--- src/rtl/if_fetch_pkg.sv ---
// Shared fetch-stage definitions: NOP encoding, reset PC and FSM state encodings.
package if_fetch_pkg;

    localparam int unsigned XLEN = 32;

    localparam logic [XLEN-1:0] NOP_INS      = 32'h0000_0000;
    localparam logic [XLEN-1:0] RESET_PC_DEF = 32'h0000_0000;
    localparam logic [XLEN-1:0] PC_STEP      = 32'h0000_0004;

    typedef enum logic [1:0] {
        S_BOOT  = 2'd0,
        S_FETCH = 2'd1,
        S_HOLD  = 2'd2
    } fetch_state_e;

    // Force a target address onto a word boundary.
    function automatic logic [XLEN-1:0] word_align(input logic [XLEN-1:0] addr);
        return {addr[XLEN-1:2], 2'b00};
    endfunction

endpackage

--- src/rtl/if_fetch.sv ---
// Instruction-fetch stage: owns the PC, handshakes with instruction memory,
// hands an instruction/return-address pair to IF/ID and inserts NOP bubbles.
module if_fetch
    import if_fetch_pkg::*;
#(
    parameter logic [31:0] RESET_PC = RESET_PC_DEF
) (
    input  logic        clk,
    input  logic        rst_n,
    input  logic        stall,
    input  logic        redirect_valid,
    input  logic [31:0] redirect_pc,
    output logic        imem_req,
    output logic [31:0] imem_addr,
    input  logic        imem_ack,
    input  logic [31:0] imem_rdata,
    output logic [31:0] IF_ins,
    output logic [31:0] IF_ra,
    output logic        fetch_wait
);

    fetch_state_e state_q, state_d;
    logic [31:0]  pc_q, pc_d;
    logic         redir_pend_q, redir_pend_d;
    logic [31:0]  redir_pc_q, redir_pc_d;
    logic [31:0]  ins_buf_q, ins_buf_d;

    logic [31:0]  pc_inc;
    logic [31:0]  redirect_tgt;

    // Inline PC incrementer (wraps modulo 2^32) and aligned redirect target.
    assign pc_inc       = pc_q + PC_STEP;
    assign redirect_tgt = word_align(redirect_pc);

    // Memory address and return address follow the PC directly.
    assign imem_addr = pc_q;
    assign IF_ra     = pc_inc;

    // State and datapath registers; reset abandons any outstanding request.
    always_ff @(posedge clk or negedge rst_n) begin
        if (!rst_n) begin
            state_q      <= S_BOOT;
            pc_q         <= RESET_PC;
            redir_pend_q <= 1'b0;
            redir_pc_q   <= 32'h0000_0000;
            ins_buf_q    <= 32'h0000_0000;
        end else begin
            state_q      <= state_d;
            pc_q         <= pc_d;
            redir_pend_q <= redir_pend_d;
            redir_pc_q   <= redir_pc_d;
            ins_buf_q    <= ins_buf_d;
        end
    end

    // Next-state, next-PC mux and IF/ID-facing outputs.
    always_comb begin
        state_d      = state_q;
        pc_d         = pc_q;
        redir_pend_d = redir_pend_q;
        redir_pc_d   = redir_pc_q;
        ins_buf_d    = ins_buf_q;
        imem_req     = 1'b0;
        IF_ins       = NOP_INS;
        fetch_wait   = 1'b1;

        unique case (state_q)
            S_BOOT: begin
                state_d = S_FETCH;
            end

            S_FETCH: begin
                imem_req = 1'b1;
                if (!imem_ack) begin
                    // Request cannot be cancelled; remember the latest redirect.
                    if (redirect_valid) begin
                        redir_pc_d   = redirect_tgt;
                        redir_pend_d = 1'b1;
                    end
                end else if (redirect_valid) begin
                    pc_d         = redirect_tgt;
                    redir_pend_d = 1'b0;
                end else if (redir_pend_q) begin
                    pc_d         = redir_pc_q;
                    redir_pend_d = 1'b0;
                end else begin
                    IF_ins     = imem_rdata;
                    fetch_wait = 1'b0;
                    if (stall) begin
                        ins_buf_d = imem_rdata;
                        state_d   = S_HOLD;
                    end else begin
                        pc_d = pc_inc;
                    end
                end
            end

            S_HOLD: begin
                IF_ins     = ins_buf_q;
                fetch_wait = 1'b0;
                if (redirect_valid) begin
                    pc_d    = redirect_tgt;
                    state_d = S_FETCH;
                end else if (!stall) begin
                    pc_d    = pc_inc;
                    state_d = S_FETCH;
                end
            end

            default: begin
                state_d = S_BOOT;
            end
        endcase
    end

endmodule
--- config.mk ---
export PLATFORM = sky130hd
export DESIGN_NAME = if_fetch
export DESIGN_NICKNAME = d
export VERILOG_FILES = /design/src/rtl/if_fetch_pkg.sv /design/src/rtl/if_fetch.sv
export SDC_FILE = /design/constraint.sdc
export NUM_CORES = 1
export LEC_CHECK = 0
export CAP_MARGIN = 15
export CORE_ASPECT_RATIO = 0.8
export CORE_MARGIN = 2
export CORE_UTILIZATION = 49
export DETAILED_ROUTE_END_ITERATION = 8
export PLACE_DENSITY = 0.81
export SLEW_MARGIN = 20
export SYNTH_ARGS = -nofsm -noshare
export SYNTH_HDL_FRONTEND = slang
export SYNTH_SLANG_ARGS = --single-unit
--- constraint.sdc ---
create_clock -name clk -period 2.77 [get_ports clk]
set_input_delay 0.4155 -clock clk [delete_from_list [all_inputs] [get_ports clk]]
set_output_delay 0.4155 -clock clk [all_outputs]
set_load 0.05 [all_outputs]
==> impl_metrics.ini <==
[critical_path]
worstSetupPathType = reg2out
arrival_ns = 2.28
r2r-end = imem_addr[7]
r2r_start = state_q[0]
crit_end = IF_ra[21]
critPathLaunch = imem_addr[2]
worstSetupStartpointType = register
reg2reg_depth = 8
critPathCaptureType = output port
crit_fanout = 6
cp.required_ns = 2.35
reg2reg_setup_slack_ns = 0.39

[yosys]
netlist.top_cell.by_area = dfrtp_1
synth_compound_area_share_pct = 15.74
ys_top_cells_by_area = dfrtp_1, mux2_2, a22oi_1
synth_top_family_by_area = simple AND/OR/NAND/NOR gates
async_reset_ff_share_pct = 100.0
yosysWarnings = 0
muxShareOfSynthArea_pct = 11.52
synth-edff-count = 0
netlist_instances = 653
ys_seq_area_share_pct = 38.73
ys_dominant_reg_cell = dfrtp_1
synthDistinctLibCells = 66
synthSimpleGateAreaFrac_pct = 21.87
avgSynthCellArea_sq_um = 9.400
synth_xor_area_share_pct = 5.422
synth-seq-cells = 95
syn_area_sq_um = 6138
synth_fa_ha_area_share_pct = 1.019
synth.top_cell.area_share_pct = 38.73

[cts]
clk_latency_ns = 0.35
cts_buffers = 9
htree_levels = 3
root_buffer = clkbuf_16
clockBufferDepth = 2
path_clk_slew_ns = 0.06
ctsHoldBuffers = 0
cts.sinks = 95
cts_tree = built

[timing]
tightest_slew_ns = 0.8024
relSlewSlack_pct = 45.94
period_minus_slack_ns = 2.696
setup_viol = 0
hold_viol_final = 0
timing.final.crit_share_pct = 97.33
rsz0062_at_grt = yes
max_freq_mhz = 370.9
clock_skew_ns = 0.006807
fin_setup_tns_ns = 0
drv_slew = 0

[global_routing]
gr-total-overflow = 0
grt_pass1_vias = 6019
grt_max_degree = 48
antenna_found_initial = 0
grt_first_pass_wirelength_mm = 30.68
grt_usage_pct = 28.66

[drt]
wirelength_mm = 18.92
num_vias = 5900
antenna_left = 0
wl_per_cell_microns = 19.07
drt-vias-per-instance = 5.948
drc = 0
drt_iter0_drc = 589
drt_pass1_iterations = 5

[cells_and_area]
fillers = 811
areaGrowthSynthToFinish_pct = 49.90
fin_nets = 890
final_common_cell = clkdlybuf4s50_1
drive_gt1_share_pct = 32.40
fin_cells = 992
layout_common_cells = clkdlybuf4s50_1, dfrtp_1, mux2_2
antenna_cells = 0

[die]
core-area_sq_um = 12210
dieArea_sq_um = 13440
row_count = 36
fp.dieH_microns = 104.1
die_x_microns = 129.1
io_pins = 167
start_util_pct = 50.29

[power_and_ir_drop]
ir_drop_uv = 588.2
p_per_area_nw_per_um2 = 1104
leakagePower_uw = 0.003684

[status]
status = completed

[placed_design]
place_congestion = 0.9371
port_buffers = 160
dpl.hpwl_mm = 13.64
placedCellCount = 965

[worst_hold_path]
min_path_type = in2async

[run]
drv_cap = 0
## per-layer routing
metal	vias up	track usage, %	routed length, microns
met2	284	44.96	9257
met1	2906	37.71	7747
met5	-	0	0
li1	2669	-	-
met4	0	10.71	425
met3	41	8.025	1489
## worst min path at each step
stage | to | from | depth (start not counted)
2_1_floorplan | imem_addr[10] | rst_n | 0
3_3_place_gp | redir_pc_q[3] | rst_n | 1
3_5_place_dp | imem_addr[3] | rst_n | 1
4_1_cts | imem_addr[3] | rst_n | 1
5_1_grt | imem_addr[3] | rst_n | 1
6_report | imem_addr[3] | rst_n | 1
## cell usage after synthesis, types with 6 or more instances
cell type and number:
dfrtp_1 95, mux2_2 61, nand2_1 52, nor2_1 40
nor2b_1 38, o21ai_0 37, a21oi_1 35, clkbuf_1 34
a22oi_1 33, nand3_1 28, xnor2_1 19, xor2_1 19
and3_1 16, buf_2 13, nor3_1 11, o211ai_1 9
inv_1 8, nand4_1 7, nand2b_1 6
## kinds of logic (layout without fill, tap and decap cells)
| logic type | count (synthesis) | count (layout) |
|---|---|---|
| xor+xnor | 38 | 38 |
| buf+inv | 69 | 234 |
| simple gates | 234 | 234 |
| fa+ha+maj | 5 | 5 |
| other cells | 1 | 4 |
| flops | 95 | 95 |
| compound gates | 148 | 148 |
| mux | 63 | 63 |
## layout make-up
| type | instances | area (sq um) | area share (%) |
|---|---|---|---|
| multi-input cells | 492 | 3795 | 41.24 |
| clock buffers | 13 | 250.2 | 2.720 |
| repair buffers | 209 | 2502 | 27.20 |
| flip-flops and latches | 95 | 2387 | 25.95 |
| well taps | 171 | 214.0 | 2.325 |
| clock inverters | 3 | 18.77 | 0.2040 |
| inverters | 9 | 33.78 | 0.3671 |
## sequential cells by signal (all words and copies together), names as in the netlist
register      cells
imem_addr        30
ins_buf_q        32
redir_pc_q       30
redir_pend_q      1
state_q           2
## critical path, stage by stage, from the launching register on
cell and delay (ns):
dfrtp_2 0.46, nand2_4 0.12, nor4_4 0.43, nor3b_4 0.39
buf_4 0.20, xor2_4 0.17, buf_12 0.15
## metrics by stage
| step | utilization (%) | setup WS, ns | cell area, sq um | hold WS, ns | power [uW] |
|---|---|---|---|---|---|
| after CTS | 74.59 | 0.004934 | 9105 | 0.01278 | 10090 |
| after global routing | 75.38 | -0.02278 | 9201 | 0.02665 | 10670 |
| final | 75.38 | 0.07390 | 9201 | 0.003279 | 10160 |
| after detailed placement | 71.79 | 0.1759 | 8763 | 0.3842 | 8870 |
| after floorplan | - | -0.1180 | 6427 | 0.1199 | 6621 |
| after global placement | 71.79 | 0.2076 | 8763 | 0.3911 | 8667 |
## power breakdown
part | internal (uW) | leakage (uW) | switching [uW]
sequential | 2070 | 0.00113 | 574
combinational | 2690 | 0.00242 | 3660
clock | 633 | 0.000134 | 526
## timing repair
| action | in CTS | in global routing |
|---|---|---|
| pin swaps | 3 | 2 |
| setup buffers | 5 | 6 |
| setup endpoints to repair | 12 | 13 |
| resized for setup | 10 | 13 |
Power figures use the tool's default switching activity.
